[src/rtl/uart_rx_cmd_ctrl_pkg.sv]
// Shared types for the UART command sequencer: FSM state encoding and command opcodes.
// Latency: n/a (declarations only).
// Backpressure: n/a.
package uart_rx_cmd_ctrl_pkg;

   typedef enum logic [2:0] {
      ST_IDLE    = 3'd0,
      ST_WR_ADDR = 3'd1,
      ST_WR_DATA = 3'd2,
      ST_WR_EXEC = 3'd3,
      ST_RD_ADDR = 3'd4,
      ST_RD_EXEC = 3'd5,
      ST_RD_WAIT = 3'd6,
      ST_TX_SEND = 3'd7
   } state_t;

   localparam logic [7:0] CMD_WR_OP = 8'hAA;
   localparam logic [7:0] CMD_RD_OP = 8'hBB;

   // States in which the inter-byte timeout counter runs.
   function automatic logic st_timed(input state_t s);
      return (s == ST_WR_ADDR) || (s == ST_WR_DATA) || (s == ST_RD_ADDR) ||
             (s == ST_RD_WAIT) || (s == ST_TX_SEND);
   endfunction

   // States in which a line error kills the frame in progress.
   function automatic logic st_abortable(input state_t s);
      return (s == ST_WR_ADDR) || (s == ST_WR_DATA) || (s == ST_RD_ADDR) ||
             (s == ST_RD_WAIT);
   endfunction

endpackage

[src/rtl/uart_rx_cmd_ctrl_if.sv]
// Bus bundle between the command sequencer and its UART RX/TX and register-file neighbours.
// Latency: n/a (wires only). Backpressure: tx_busy stalls the read response.
// Ports: master = sequencer side (drives rf_*, tx_p_data/tx_d_vld, frame_err, ctrl_busy); slave = environment.
interface uart_rx_cmd_ctrl_if #(
   parameter int DATA_WIDTH = 8,
   parameter int ADDR_WIDTH = 4
);
   logic [DATA_WIDTH-1:0] rx_p_data;
   logic                  rx_d_vld;
   logic                  rx_par_err;
   logic                  rx_stp_err;
   logic                  rf_wr_en;
   logic                  rf_rd_en;
   logic [ADDR_WIDTH-1:0] rf_addr;
   logic [DATA_WIDTH-1:0] rf_wr_data;
   logic [DATA_WIDTH-1:0] rf_rd_data;
   logic                  rf_rd_data_vld;
   logic [DATA_WIDTH-1:0] tx_p_data;
   logic                  tx_d_vld;
   logic                  tx_busy;
   logic                  frame_err;
   logic                  ctrl_busy;

   modport master (
      input  rx_p_data, rx_d_vld, rx_par_err, rx_stp_err, rf_rd_data, rf_rd_data_vld, tx_busy,
      output rf_wr_en, rf_rd_en, rf_addr, rf_wr_data, tx_p_data, tx_d_vld, frame_err, ctrl_busy
   );

   modport slave (
      output rx_p_data, rx_d_vld, rx_par_err, rx_stp_err, rf_rd_data, rf_rd_data_vld, tx_busy,
      input  rf_wr_en, rf_rd_en, rf_addr, rf_wr_data, tx_p_data, tx_d_vld, frame_err, ctrl_busy
   );
endinterface

[src/rtl/uart_rx_cmd_ctrl_timer.sv]
// Saturating inter-byte timeout counter; o_expire is combinational on the count reaching TIMEOUT_CYCLES-1.
// Latency: count updates one cycle after i_en; clear takes effect on the next edge.
// Backpressure: none. Ports: i_clk, i_rst (async active-low), i_clr, i_en, o_expire.
module uart_frame_timer #(
   parameter logic [15:0] TIMEOUT_CYCLES = 16'd4096
) (
   input  logic i_clk,
   input  logic i_rst,
   input  logic i_clr,
   input  logic i_en,
   output logic o_expire
);

   logic [15:0] r_cnt;

   always_ff @(posedge i_clk or negedge i_rst) begin
      if (!i_rst) begin
         r_cnt <= 16'd0;
      end else if (i_clr) begin
         r_cnt <= 16'd0;
      end else if (i_en && (r_cnt != 16'hFFFF)) begin
         r_cnt <= r_cnt + 16'd1;
      end
   end

   // A zero limit disables the timeout entirely.
   assign o_expire = (TIMEOUT_CYCLES != 16'd0) && i_en && (r_cnt == (TIMEOUT_CYCLES - 16'd1));

endmodule

[src/rtl/uart_rx_cmd_ctrl.sv]
// Parses received UART bytes into register-file write/read frames and returns read data to the transmitter.
// Latency: all outputs registered; strobes one cycle after their state is entered.
// Backpressure: read response waits in TX_SEND while tx_busy is high (bounded by the frame timeout).
// Ports: i_clk, i_rst (async active-low), bus (uart_rx_cmd_ctrl_if.master).
module uart_rx_cmd_ctrl
   import uart_rx_cmd_ctrl_pkg::*;
#(
   parameter int                    DATA_WIDTH     = 8,
   parameter int                    ADDR_WIDTH     = 4,
   parameter logic [15:0]           TIMEOUT_CYCLES = 16'd4096,
   parameter logic [DATA_WIDTH-1:0] CMD_WR         = DATA_WIDTH'(CMD_WR_OP),
   parameter logic [DATA_WIDTH-1:0] CMD_RD         = DATA_WIDTH'(CMD_RD_OP)
) (
   input logic                i_clk,
   input logic                i_rst,
   uart_rx_cmd_ctrl_if.master bus
);

   state_t                r_state;
   state_t                w_state_nxt;

   logic                  r_err_q;
   logic                  w_err_lvl;
   logic                  w_err_evt;
   logic                  w_accept;
   logic                  w_tmo;
   logic                  w_tmr_en;
   logic                  w_tmr_clr;

   logic [ADDR_WIDTH-1:0] r_rf_addr;
   logic [DATA_WIDTH-1:0] r_rf_wr_data;
   logic [DATA_WIDTH-1:0] r_tx_p_data;
   logic                  r_rf_wr_en;
   logic                  r_rf_rd_en;
   logic                  r_tx_d_vld;
   logic                  r_frame_err;
   logic                  r_ctrl_busy;

   logic [ADDR_WIDTH-1:0] w_addr_nxt;
   logic [DATA_WIDTH-1:0] w_wr_data_nxt;
   logic [DATA_WIDTH-1:0] w_tx_data_nxt;
   logic                  w_wr_en_nxt;
   logic                  w_rd_en_nxt;
   logic                  w_tx_vld_nxt;
   logic                  w_frame_err_nxt;

   assign w_accept  = bus.rx_d_vld;
   assign w_err_lvl = bus.rx_par_err | bus.rx_stp_err;
   // Only the rising edge counts, so a flag held high by the receiver aborts once.
   assign w_err_evt = w_err_lvl & ~r_err_q;

   // Counter restarts on every state change and on every received byte, even a dropped one.
   assign w_tmr_en  = st_timed(r_state);
   assign w_tmr_clr = (w_state_nxt != r_state) | w_accept;

   uart_frame_timer #(
      .TIMEOUT_CYCLES (TIMEOUT_CYCLES)
   ) u_timer (
      .i_clk    (i_clk),
      .i_rst    (i_rst),
      .i_clr    (w_tmr_clr),
      .i_en     (w_tmr_en),
      .o_expire (w_tmo)
   );

   always_ff @(posedge i_clk or negedge i_rst) begin
      if (!i_rst) begin
         r_state <= ST_IDLE;
      end else begin
         r_state <= w_state_nxt;
      end
   end

   always_comb begin
      w_state_nxt     = r_state;
      w_addr_nxt      = r_rf_addr;
      w_wr_data_nxt   = r_rf_wr_data;
      w_tx_data_nxt   = r_tx_p_data;
      w_wr_en_nxt     = 1'b0;
      w_rd_en_nxt     = 1'b0;
      w_tx_vld_nxt    = 1'b0;
      w_frame_err_nxt = 1'b0;

      // A line error beats a byte accepted on the same cycle; that byte is discarded.
      if (st_abortable(r_state) && w_err_evt) begin
         w_state_nxt     = ST_IDLE;
         w_frame_err_nxt = 1'b1;
      end else begin
         case (r_state)
            ST_IDLE: begin
               if (w_accept) begin
                  if (bus.rx_p_data == CMD_WR) begin
                     w_state_nxt = ST_WR_ADDR;
                  end else if (bus.rx_p_data == CMD_RD) begin
                     w_state_nxt = ST_RD_ADDR;
                  end else begin
                     w_frame_err_nxt = 1'b1;
                  end
               end
            end
            ST_WR_ADDR: begin
               if (w_tmo) begin
                  w_state_nxt     = ST_IDLE;
                  w_frame_err_nxt = 1'b1;
               end else if (w_accept) begin
                  w_addr_nxt  = bus.rx_p_data[ADDR_WIDTH-1:0];
                  w_state_nxt = ST_WR_DATA;
               end
            end
            ST_WR_DATA: begin
               if (w_tmo) begin
                  w_state_nxt     = ST_IDLE;
                  w_frame_err_nxt = 1'b1;
               end else if (w_accept) begin
                  w_wr_data_nxt = bus.rx_p_data;
                  w_state_nxt   = ST_WR_EXEC;
               end
            end
            ST_WR_EXEC: begin
               w_wr_en_nxt = 1'b1;
               w_state_nxt = ST_IDLE;
            end
            ST_RD_ADDR: begin
               if (w_tmo) begin
                  w_state_nxt     = ST_IDLE;
                  w_frame_err_nxt = 1'b1;
               end else if (w_accept) begin
                  w_addr_nxt  = bus.rx_p_data[ADDR_WIDTH-1:0];
                  w_state_nxt = ST_RD_EXEC;
               end
            end
            ST_RD_EXEC: begin
               w_rd_en_nxt = 1'b1;
               if (bus.rf_rd_data_vld) begin
                  w_tx_data_nxt = bus.rf_rd_data;
                  w_state_nxt   = ST_TX_SEND;
               end else begin
                  w_state_nxt = ST_RD_WAIT;
               end
            end
            ST_RD_WAIT: begin
               // Covers data returned in the same cycle as the visible rf_rd_en strobe.
               if (bus.rf_rd_data_vld) begin
                  w_tx_data_nxt = bus.rf_rd_data;
                  w_state_nxt   = ST_TX_SEND;
               end else if (w_tmo) begin
                  w_state_nxt     = ST_IDLE;
                  w_frame_err_nxt = 1'b1;
               end
            end
            ST_TX_SEND: begin
               if (!bus.tx_busy) begin
                  w_tx_vld_nxt = 1'b1;
                  w_state_nxt  = ST_IDLE;
               end else if (w_tmo) begin
                  w_state_nxt     = ST_IDLE;
                  w_frame_err_nxt = 1'b1;
               end
            end
            default: begin
               w_state_nxt = ST_IDLE;
            end
         endcase
      end
   end

   always_ff @(posedge i_clk or negedge i_rst) begin
      if (!i_rst) begin
         r_err_q      <= 1'b0;
         r_rf_addr    <= '0;
         r_rf_wr_data <= '0;
         r_tx_p_data  <= '0;
         r_rf_wr_en   <= 1'b0;
         r_rf_rd_en   <= 1'b0;
         r_tx_d_vld   <= 1'b0;
         r_frame_err  <= 1'b0;
         r_ctrl_busy  <= 1'b0;
      end else begin
         r_err_q      <= w_err_lvl;
         r_rf_addr    <= w_addr_nxt;
         r_rf_wr_data <= w_wr_data_nxt;
         r_tx_p_data  <= w_tx_data_nxt;
         r_rf_wr_en   <= w_wr_en_nxt;
         r_rf_rd_en   <= w_rd_en_nxt;
         r_tx_d_vld   <= w_tx_vld_nxt;
         r_frame_err  <= w_frame_err_nxt;
         // Registered from the next state so it lines up with the state register.
         r_ctrl_busy  <= (w_state_nxt != ST_IDLE);
      end
   end

   assign bus.rf_addr    = r_rf_addr;
   assign bus.rf_wr_data = r_rf_wr_data;
   assign bus.tx_p_data  = r_tx_p_data;
   assign bus.rf_wr_en   = r_rf_wr_en;
   assign bus.rf_rd_en   = r_rf_rd_en;
   assign bus.tx_d_vld   = r_tx_d_vld;
   assign bus.frame_err  = r_frame_err;
   assign bus.ctrl_busy  = r_ctrl_busy;

endmodule

[src/flat_wrapper.sv]
// flat-port wrapper written by rule: the top's interface ports become plain ports
module uart_rx_cmd_ctrl_flat import uart_rx_cmd_ctrl_pkg::*;
#(
   parameter int                    DATA_WIDTH     = 8,
   parameter int                    ADDR_WIDTH     = 4,
   parameter logic [15:0]           TIMEOUT_CYCLES = 16'd4096,
   parameter logic [DATA_WIDTH-1:0] CMD_WR         = DATA_WIDTH'(CMD_WR_OP),
   parameter logic [DATA_WIDTH-1:0] CMD_RD         = DATA_WIDTH'(CMD_RD_OP)
)
  (i_clk, i_rst, bus_rx_p_data, bus_rx_d_vld, bus_rx_par_err, bus_rx_stp_err, bus_rf_rd_data, bus_rf_rd_data_vld, bus_tx_busy, bus_rf_wr_en, bus_rf_rd_en, bus_rf_addr, bus_rf_wr_data, bus_tx_p_data, bus_tx_d_vld, bus_frame_err, bus_ctrl_busy);
  uart_rx_cmd_ctrl_if #(.DATA_WIDTH(DATA_WIDTH), .ADDR_WIDTH(ADDR_WIDTH)) bus_i ();
  input logic i_clk;
  input logic i_rst;
  input wire logic [$bits(bus_i.rx_p_data)-1:0] bus_rx_p_data;
  input wire logic [$bits(bus_i.rx_d_vld)-1:0] bus_rx_d_vld;
  input wire logic [$bits(bus_i.rx_par_err)-1:0] bus_rx_par_err;
  input wire logic [$bits(bus_i.rx_stp_err)-1:0] bus_rx_stp_err;
  input wire logic [$bits(bus_i.rf_rd_data)-1:0] bus_rf_rd_data;
  input wire logic [$bits(bus_i.rf_rd_data_vld)-1:0] bus_rf_rd_data_vld;
  input wire logic [$bits(bus_i.tx_busy)-1:0] bus_tx_busy;
  output wire logic [$bits(bus_i.rf_wr_en)-1:0] bus_rf_wr_en;
  output wire logic [$bits(bus_i.rf_rd_en)-1:0] bus_rf_rd_en;
  output wire logic [$bits(bus_i.rf_addr)-1:0] bus_rf_addr;
  output wire logic [$bits(bus_i.rf_wr_data)-1:0] bus_rf_wr_data;
  output wire logic [$bits(bus_i.tx_p_data)-1:0] bus_tx_p_data;
  output wire logic [$bits(bus_i.tx_d_vld)-1:0] bus_tx_d_vld;
  output wire logic [$bits(bus_i.frame_err)-1:0] bus_frame_err;
  output wire logic [$bits(bus_i.ctrl_busy)-1:0] bus_ctrl_busy;
  assign bus_i.rx_p_data = bus_rx_p_data;
  assign bus_i.rx_d_vld = bus_rx_d_vld;
  assign bus_i.rx_par_err = bus_rx_par_err;
  assign bus_i.rx_stp_err = bus_rx_stp_err;
  assign bus_i.rf_rd_data = bus_rf_rd_data;
  assign bus_i.rf_rd_data_vld = bus_rf_rd_data_vld;
  assign bus_i.tx_busy = bus_tx_busy;
  assign bus_rf_wr_en = bus_i.rf_wr_en;
  assign bus_rf_rd_en = bus_i.rf_rd_en;
  assign bus_rf_addr = bus_i.rf_addr;
  assign bus_rf_wr_data = bus_i.rf_wr_data;
  assign bus_tx_p_data = bus_i.tx_p_data;
  assign bus_tx_d_vld = bus_i.tx_d_vld;
  assign bus_frame_err = bus_i.frame_err;
  assign bus_ctrl_busy = bus_i.ctrl_busy;
  uart_rx_cmd_ctrl #(.DATA_WIDTH(DATA_WIDTH), .ADDR_WIDTH(ADDR_WIDTH), .TIMEOUT_CYCLES(TIMEOUT_CYCLES), .CMD_WR(CMD_WR), .CMD_RD(CMD_RD)) u_core (.i_clk(i_clk), .i_rst(i_rst), .bus(bus_i));
endmodule
[config.mk]
export PLATFORM = sky130hd
export DESIGN_NAME = uart_rx_cmd_ctrl_flat
export DESIGN_NICKNAME = d
export VERILOG_FILES = /design/src/rtl/uart_rx_cmd_ctrl_pkg.sv /design/src/rtl/uart_rx_cmd_ctrl_if.sv /design/src/rtl/uart_rx_cmd_ctrl_timer.sv /design/src/rtl/uart_rx_cmd_ctrl.sv /design/src/flat_wrapper.sv
export SDC_FILE = /design/constraint.sdc
export NUM_CORES = 1
export LEC_CHECK = 0
export ABC_AREA = 1
export CAP_MARGIN = 20
export CORE_ASPECT_RATIO = 1.75
export CORE_MARGIN = 3
export CORE_UTILIZATION = 50
export CTS_CLUSTER_DIAMETER = 50
export DETAILED_ROUTE_END_ITERATION = 6
export GPL_TIMING_DRIVEN = 0
export PLACE_DENSITY = 0.8
export SLEW_MARGIN = 15
export SYNTH_ARGS = -nofsm -noshare
export SYNTH_HDL_FRONTEND = slang
export SYNTH_SLANG_ARGS = --single-unit
[constraint.sdc]
create_clock -name i_clk -period 2.75 [get_ports i_clk]
set_input_delay 0.55 -clock i_clk [delete_from_list [all_inputs] [get_ports i_clk]]
set_output_delay 0.55 -clock i_clk [all_outputs]
set_load 0.02 [all_outputs]
-- Word-level counts from Yosys, hierarchy flattened
Index checks and enable logic that the tools add are counted.
- latch bits: 0
- input bits: 23
- RAM bits: 0
- register bits after elaboration: 45
- logic and storage cells: 78
- memories: 0
- ROM bits: 0
- reductions and logical operators: 16
- bitwise gates (word level): 6
- $lt $le $gt $ge: 0
- $add $sub $neg: 1
- muxes and demuxes: 32
- $mul: 0
- eq/ne operators: 12
- div/mod/pow operators: 0
- shift-type cells: 0
- operator list (cell ; count):
    two-way mux 3 bit ; 13
    two-way mux 16 bit ; 2
    one-hot mux 3 bit (8 select lines) ; 1
    adder 16 x 1 -> 16 bit, second input constant ; 1
    == test 16 x 12 -> 1 bit, second input constant ; 1
    == test 8 bit, second input constant ; 2
    inequality test 16 bit, second input constant ; 1
    two-way mux 1 bit ; 15
    == test 3 bit, second input constant ; 4
    AND reduction 4 bit ; 2
    == test 3 x 2 -> 1 bit, second input constant ; 2
    logical OR 1 bit ; 4
    one-hot mux 1 bit (4 select lines) ; 1
    OR reduction 2 bit ; 2
    == test 3 x 1 -> 1 bit, second input constant ; 1
    logical AND 1 bit ; 3
    zero test 3 bit ; 1
    inequality test 3 bit ; 1
    NOT 1 bit ; 3
    AND reduction 3 bit ; 1
    nonzero test 3 bit ; 1
    OR reduction 3 bit ; 1
    OR 1 bit ; 2
    nonzero test 2 bit ; 1
    AND 1 bit ; 1

-- Longest topological paths before layout
Gate-level depths: netlist of run 1.
- word-level depth: 13
- gate-level depth with buffers: 15
- gate-level depth less buffers: 14

-- By module
A second synthesis of run 1 with hierarchy kept.
- cell total of the unflattened synthesis: 339
- area, all modules: 2666.3 sq um
- by module, submodules not included (module ; cells each ; times used ; sequential area each (sq um) ; area each (sq um)):
    uart_rx_cmd_ctrl ; 174 ; 1 ; 725.7 ; 1550.2
    uart_frame_timer ; 165 ; 1 ; 400.4 ; 1116.1

-- Worst setup path after synthesis of run 1
OpenSTA, ideal clock, no wires.
- path type: register to register
- start point: reg u_core.u_timer.r_cnt[0]
- end point: reg u_core.u_timer.r_cnt[3]
- setup time: 120 ps
- arrival: 1779 ps
- period minus slack after synthesis: 1899 ps
- path slack: 851 ps
- buffers on the path: 1
- cell stages (with the launch flop): 16
- path through: dfrtp_1 ha_1 nand2_1 nor2_1 nand3_1 nor2_2 nand3_1 nand2_1 nand3_1 nand2_1 nand2_1 nand2_1 inv_2 nand2_2 buf_6 nor2_1
- longest elaborated chain between the ends: 9
- elaborated cells on any way between the ends: 18
- classes of those cells: add/sub (1); eq/ne (3); mux (10); bitwise (1); reduce/logical (3)
- ends and longest elaborated chain (item ; RTL line ; source):
    from (decl) ; uart_rx_cmd_ctrl_timer.sv:14 ; logic [15:0] r_cnt;
    from (signal assigned) ; uart_rx_cmd_ctrl_timer.sv:22 ; r_cnt <= r_cnt + 16'd1;
    == test 16 x 12 -> 1 bit ; uart_rx_cmd_ctrl_timer.sv:27 ; assign o_expire = (TIMEOUT_CYCLES != 16'd0) && i_en && (r_cnt == (TIMEOUT_CYCLES - 16'd1));
    logical AND 1 bit ; uart_rx_cmd_ctrl_timer.sv:27 ;
    two-way mux 3 bit ; uart_rx_cmd_ctrl.sv:146, uart_rx_cmd_ctrl.sv:155 ;
    two-way mux 3 bit, on equally long branches ; uart_rx_cmd_ctrl.sv:152, uart_rx_cmd_ctrl.sv:143 ;
    one-hot mux 3 bit (8 select lines) ; uart_rx_cmd_ctrl.sv:89 ; case (r_state)
    two-way mux 3 bit ; uart_rx_cmd_ctrl.sv:85 ; if (st_abortable(r_state) && w_err_evt) begin
    inequality test 3 bit ; uart_rx_cmd_ctrl.sv:54 ; assign w_tmr_clr = (w_state_nxt != r_state) | w_accept;
    OR 1 bit ; uart_rx_cmd_ctrl.sv:54 ;
    two-way mux 16 bit or nonzero test 2 bit (tied branches) ; n/a ;
Parallel ways exist; a longest one is shown, timed or not. The select of a mux whose other input is x is not followed.
A chain may end at the register's enable or synchronous reset.

-- Worst setup path in the final report of run 1
- start point: reg u_core.u_timer.r_cnt[0]
- end point: reg u_core.u_timer.r_cnt[11]
The elaborated chain is that of the path after synthesis.

==> results of run 1 <==
-- stage by stage --
stage                     cell area, sq um  instances  TNS (ps)
final                                 2990        395         0
after global routing                  2990        395         0
after CTS                             2990        395         0
after detailed placement              2860        387         0
after global placement                2840        386     -3260
after floorplan                       2310        288         0
-- power by group through the flow --
stage	logic (mW)	registers, mW	clock network (mW)
floorplan	0.714	1.16	0
global route	1.62	0.982	0.616
CTS	1.47	0.960	0.598
finish	1.46	0.956	0.586
detailed placement	1.45	0.971	0
global placement	1.43	0.963	0
-- cells in the mapped netlist, drive strengths merged, types with 2 or more instances --
master,instances
nor2,42
nand3b,2
inv,41
nand2,74
nor3,8
buf,4
nand3,24
o21ai,13
mux2,11
xnor2,2
a21oi,2
xor2,9
dfrtp,45
nand4,4
-- how the worst min path moves through the flow --
stage | startpoint | slack, ps | cells past startpoint | end
after global placement | u_core.bus.rf_addr[2] | 470 | 2 | u_core.bus.rf_addr[2]
after global routing | i_rst | 210 | 1 | u_core.u_timer.r_cnt[4]
after floorplan | i_rst | 250 | 0 | u_core.bus.ctrl_busy
after CTS | i_rst | 200 | 1 | u_core.u_timer.r_cnt[4]
final | i_rst | 190 | 1 | u_core.u_timer.r_cnt[4]
after detailed placement | u_core.bus.rf_wr_data[1] | 490 | 2 | u_core.bus.rf_wr_data[1]
-- layout make-up --
cell class	count	area share, %
inverters	41	5.14
plain buffers	5	1.00
well taps	51	2.13
clock inverters	3	2.17
flip-flops and latches	45	37.6
repair buffers	48	16.2
clock buffers	5	2.30
multi-input cells	197	33.4
-- flip-flops by register name, summed over array words and instances (netlist names), 3 cells and up --
register,cells
u_core.bus.rf_wr_data,8
u_core.bus.rf_addr,4
u_core.u_timer.r_cnt,16
u_core.bus.tx_p_data,8
u_core.r_state,3
-- cell usage in the layout, fill, tap and decap left out, drive strengths merged, types with 8 or more instances in the layout --
| cell | n |
|---|---|
| clkdlybuf4s50 | 46 |
| dfrtp | 45 |
| inv | 41 |
| mux2 | 11 |
| nand2 | 74 |
| nand3 | 24 |
| nor2 | 42 |
| nor3 | 8 |
| o21ai | 13 |
| xor2 | 9 |
-- cells by family after synthesis --
kind of cell | count (synthesis)
compound gates | 19
buf+inv | 46
mux | 11
fa+ha+maj | 1
flops | 45
xor+xnor | 11
simple gates | 155
-- metal layers --
layer / vias up / track usage, % / share of wire [%]
met4: 0 / 10.1 / 2.7
met2: 65 / 38.8 / 57
met1: 927 / 21.2 / 35
met5: - / 0 / 0
li1: 1019 / - / -
met3: 17 / 3.89 / 4.9
-- critical path, stage by stage (launching register included) --
cell     delay (ps)
dfrtp_1         390
ha_1            220
nand2_1         110
nor2_1          190
nand3_1         140
nor2_2          190
nand3_1          90
nand2_1          90
nand3_1         120
nand2_1         130
nand2_1          60
nand2_1          70
inv_2            30
nand2_2         120
buf_6           160
nor2_1           50
==> impl_results.md, run 1 <==
* Hold buffers post-CTS at 0
* Total track usage at just over 20%
* Hold_ws at 194 ps
* Clock Root Buffer: clkbuf_8
* Net switching power of the design at 1.17 mW
* Setup crit end: u_core.u_timer.r_cnt[11]
* Clock skew at 6.38 ps
* Routed length per instance at around 13 um
* Drt via density at roughly 5.1
* Initial antenna violation count at 0
* Cell variety after synth at 27
* Critical Path End Type: flop
* Post-CTS Setup Inserts at 0
* Drt pass-1 iters at 4
* Fraction of the yosys area taken by sequential cells at 48.8%
* Final net count at 367
* Clock Power Share at 19.5%
* IO Count at 48
* Post-synthesis register bit count at 45
* Power Internal at 1.84 mW
* Fill count at around 370
* Hold Violations, Final at 0
* Area of the multi-input gates at 998 sq um
* Pleak at about 1.4 nW
* Reg-to-reg endpoint: u_core.u_timer.r_cnt[11]
* Setup crit start: u_core.u_timer.r_cnt[0]
* Chip width at 57.4 um
* H-tree depth at 2
* Congestion Overflow GR at 0
* Pwr Density at 1000 nW/um^2
* Area Overhead vs Synth at 29.6%
* Starting Density at 51.9%
* Yosys top cell by area: dfrtp_1
* Post-route clock period utilization at 82.5%
* Worst-path clk slew at 90 ps
* Status: finished, final reports clean
* Vias in the first global route at between 2000 and 2500
* Mux share of post-synthesis cell area at under 10%
* Hold Path Class: in -> async
* DRC viols at 0
* N_diodes at 0
* EDFF count, synth at 0
* Placer Congestion at 0.905
* Net count after synthesis at 312
* Mapped Area at 2310 sq um
* HPWL Detailed at 4080 um
* Worst slew pin tran at 487 ps
* Max clock buf depth at 2
* Port Buffers at 47
* Crit path required time at 2940 ps
* FF/Latch Area at 1130 sq um
* CTS Sinks at 45
* First-pass GRT wire length at ~9000 um
* Largest net degree at the start of global routing at 27
* Post-cts sizing count at 0
* Die Height at approximately 96 um
* Compound-Gate Fraction of Synth Area at 4.55%
* Later-pin clock latency in the skew report at 300 ps
* # setup viols final at 0
* XOR/XNOR Fraction of Synth Area at 4.17%
* Main combinational cell family by area after synthesis: simple AND/OR/NAND/NOR gates
* Top post-synthesis cells by area: dfrtp_1, nand2_1, nor2_1
* Ys Warns at 0
* DIE AREA at 5500 sq um
* Final Slew Violations at 0
* Synth Area in Adders at 0.542%
* Avg Inst Size Synth at around 8.0 sq um
* Crit start category: flop
* Top-area cell type share of the netlist area at 48.8%
* RSZ-0062 raised after global routing: false
* Switching share of power at 38.8%
* Flop-to-flop setup slack at ~480 ps
* Worst-case reg-to-reg path depth at 15
* Layout cells sized above 1 at about a tenth
* MaxCap Viol Count at 0
* Design Power at 3.00 mW
* Detailed Route WL at 5220 um
* Routed Antenna Nets at 0
* Worst Slack Setup Final at roughly 480 ps
* Final core utilization at around two thirds
* Worst reg2reg startpoint: u_core.u_timer.r_cnt[0]
* Routed via count at 2028
* Crit Path Class: reg -> reg
* Sequential Power Share at 31.8%
* Pre-CTS setup slack at roughly 270 ps
* Placeable Area at 4440 sq um
* Top_reg_cell synth: dfrtp_1
* Peak VDD IR at 687 uV
* TritonCTS clock tree: built
* Post-Syn Instances at 288
* Simple-gate share of the synthesized area at between 20% and 30%
* Crit-path max FO at 10
* Row count at 32
* Post-synth ARST share at 100%
* Minimum clock period at around 2300 ps
* Fmax achieved at 441 MHz
* Max_slew headroom at 67.3%
* Combinational power share at 48.7%
* WP data arrival at 2460 ps
* Clock buffers created by TritonCTS at 5
* Initial DRC Count at 81
(Power assumes the default switching activity.)
==> inputs of run 2 (changes only) <==
--- a/config.mk
+++ b/config.mk
@@ -9,11 +9,11 @@
 export CAP_MARGIN = 20
 export CORE_ASPECT_RATIO = 1.75
 export CORE_MARGIN = 3
-export CORE_UTILIZATION = 50
+export CORE_UTILIZATION = 46
 export CTS_CLUSTER_DIAMETER = 50
 export DETAILED_ROUTE_END_ITERATION = 6
 export GPL_TIMING_DRIVEN = 0
-export PLACE_DENSITY = 0.8
+export PLACE_DENSITY = 0.78
 export SLEW_MARGIN = 15
 export SYNTH_ARGS = -nofsm -noshare
 export SYNTH_HDL_FRONTEND = slang
==> constraint.sdc (replaced) <==
create_clock -name i_clk -period 1.93 [get_ports i_clk]
set_input_delay 0.386 -clock i_clk [delete_from_list [all_inputs] [get_ports i_clk]]
set_output_delay 0.386 -clock i_clk [all_outputs]
set_load 0.02 [all_outputs]
==> run 2 against run 1 <==
  * Clock power fell by 6.7%
  * Largest power group unchanged
  * Core utilization up 6.0 points
  * Largest cell class is now multi-input gates
  * Maximum frequency up 13%
  * First-iteration DRC count increased by 46%
  * Non-clock buffer count rose by 20
  * Via count rose by 11%
  * Critical path depth down 1
  * Critical path type unchanged
  * Clock-buffer cell count increased by 1
  * Worst hold slack lost 130 ps
  * Critical endpoint is now u_core.u_timer.r_cnt[4]
  * Sequential cell count unchanged
  * The run now ends with setup timing left
==> impl_results.md, run 2 (synthesized netlist as in run 1, its figures left out) <==
* Failing checks: setup timing
* Die Height at 99.7 um
* Placer Congestion at 0.862
* Post-route clock period utilization at 104%
* Drt via density at 5.40
* First-pass GRT wire length at between 9000 and 10000 um
* Crit Path Class: reg -> reg
* Routed via count at 2243
* H-tree depth at 2
* CP bufs+invs at 2
* Largest register FFs at 16
* Max_slew headroom at 64.4%
* Worst slew pin tran at 535 ps
* Clock Root Buffer: clkbuf_8
* Post-route design area at 3480 sq um
* IO Count at 48
* Flop-to-flop setup slack at -80 ps
* Crit path largest cell delay at ~410 ps
* Post-placement cell count at around 390
* Setup crit end: u_core.u_timer.r_cnt[4]
* Hold Path Class: in -> async
* Minimum clock period at 2010 ps
* Reg with most FFs: u_core.u_timer.r_cnt
* Design Power at 4.75 mW
* Post-Route Setup TNS at -1040 ps
* Routed Antenna Nets at 0
* Critical Path End Type: flop
* Placeable Area at 4750 sq um
* Row count at 33
* Post-Place Cell Area at 2870 sq um
* HPWL Detailed at 3990 um
* Crit path depth at 14
* MaxCap Viol Count at 0
* CTS Sinks at 45
* Pleak at about 1.6 nW
* Worst-path clk slew at 80 ps
* Pre-CTS setup slack at -373 ps
* Hold buffers post-CTS at 0
* Total track usage at between 20 and 25%
* DIE AREA at 5940 sq um
* Port Buffers at 47
* N_diodes at 0
* TritonCTS clock tree: built
* Vias in the first global route at 2190
* Fmax achieved at just under 500 MHz
* Clock skew at around 11 ps
* Worst Slack Setup Final at -80.6 ps
* Finished Layout Cells at 415
* Pwr Density at 1360 nW/um^2
* Area Overhead vs Synth at 50.9%
* Routed length per instance at between 10 and 15 um
* Final net count at 387
* Worst-case reg-to-reg path depth at 14
* Crit path required time at between 2000 and 2500 ps
* Reg-to-reg endpoint: u_core.u_timer.r_cnt[4]
* RSZ-0062 raised after global routing: true
* Peak VDD IR at roughly 1300 uV
* Crit-path max FO at 5
* Status: finished with violations
* Worst path slowest cell: dfrtp_1
* Crit-path cells: ha_4 > buf_6 > nand3_4 > nand3b_1 > nor2_2 > nand2_4 > nand2_2 > nand2_2 > nand3_2 > nand3_2 > nor2_4 > nand2_4 > buf_12 > nor2_4
* Initial antenna violation count at 0
* Setup crit start: u_core.u_timer.r_cnt[0]
* Later-pin clock latency in the skew report at 300 ps
* Most common cell after layout, fill and taps aside: nand2_1
* Drt pass-1 iters at 5
* Max clock buf depth at 2
* Top Family by Delay on Critical Path: simple AND/OR/NAND/NOR gates
* Layout cells sized above 1 at 32.5%
* Worst reg2reg startpoint: u_core.u_timer.r_cnt[0]
* Detailed Route WL at 6220 um
* Starting Density at roughly 50%
* DRC viols at 0
* Final Slew Violations at 0
* Clock buffers created by TritonCTS at 5
* Congestion Overflow GR at 0
* WP data arrival at ~2200 ps
* Most frequent cells in the layout: nand2_1, clkdlybuf4s50_1, dfrtp_1
* Initial DRC Count at 118
* Hold Violations, Final at 0
* # setup viols final at 19
* Largest net degree at the start of global routing at 25
* Chip width at approximately 60 um
* Fill count at 300
* Crit start category: flop
run 2: cell types whose count changed in the layout (fill, tap and decap cells not counted), sizes merged:
cell    previous run  this run
buf                6        27
bufinv             2         0
run 2: power breakdown:
part | switching, mW | internal (mW) | total (mW)
combinational | 1.58 | 1.23 | 2.82
sequential | 0.167 | 1.22 | 1.39
clock | 0.297 | 0.251 | 0.547
total | 2.05 | 2.71 | 4.75
run 2: layer usage:
metal	track usage, %	vias up	wire (um)
li1	-	1054	-
met1	21.0	1087	2190
met2	37.1	79	3560
met3	4.42	23	242
met4	8.87	0	228
met5	0	-	0
run 2: timing repair:
action	CTS	global route
resized for setup	21	91
endpoints found under the setup margin	21	36
gates cloned	1	1
endpoints found under the hold margin	0	0
pin swaps	11	20
setup buffers	10	8
run 2: area by class of cell:
type / instances / area [sq um] / share of cell area (%)
repair buffers: 68 / 654 / 18.8
well taps: 52 / 65.1 / 1.87
multi-input cells: 197 / 1330 / 38.1
inverters: 41 / 164 / 4.71
clock buffers: 6 / 72.6 / 2.08
clock inverters: 1 / 8.76 / 0.251
flip-flops and latches: 45 / 1130 / 32.4
plain buffers: 5 / 61.3 / 1.76
run 2: how the worst min path moves through the flow:
stage | from | end | slack [ps] | cells past startpoint
floorplan | i_rst | u_core.bus.ctrl_busy | 90 | 0
global placement | u_core.bus.rf_addr[2] | u_core.bus.rf_addr[2] | 470 | 2
detailed placement | i_rst | u_core.r_err_q | 400 | 1
CTS | i_rst | u_core.bus.rf_wr_data[4] | 70 | 1
global route | i_rst | u_core.bus.rf_wr_data[4] | 90 | 1
finish | i_rst | u_core.r_err_q | 60 | 1
run 2: per-stage QoR:
step / utilization [%] / hold WS (ps)
global route: 73.4 / 89.8
global placement: 59.9 / 468
CTS: 65.3 / 74.6
detailed placement: 60.4 / 398
floorplan: - / 90.4
finish: 73.4 / 64.8
run 2: worst reg2reg max path, delay by kind of cell, from the launching register on:
kind	cells	cell delay, ps
AND/OR/NAND/NOR	11	1090
buffers and inverters	2	250
adder cells (fa/ha/maj)	1	180
flip-flops	1	410
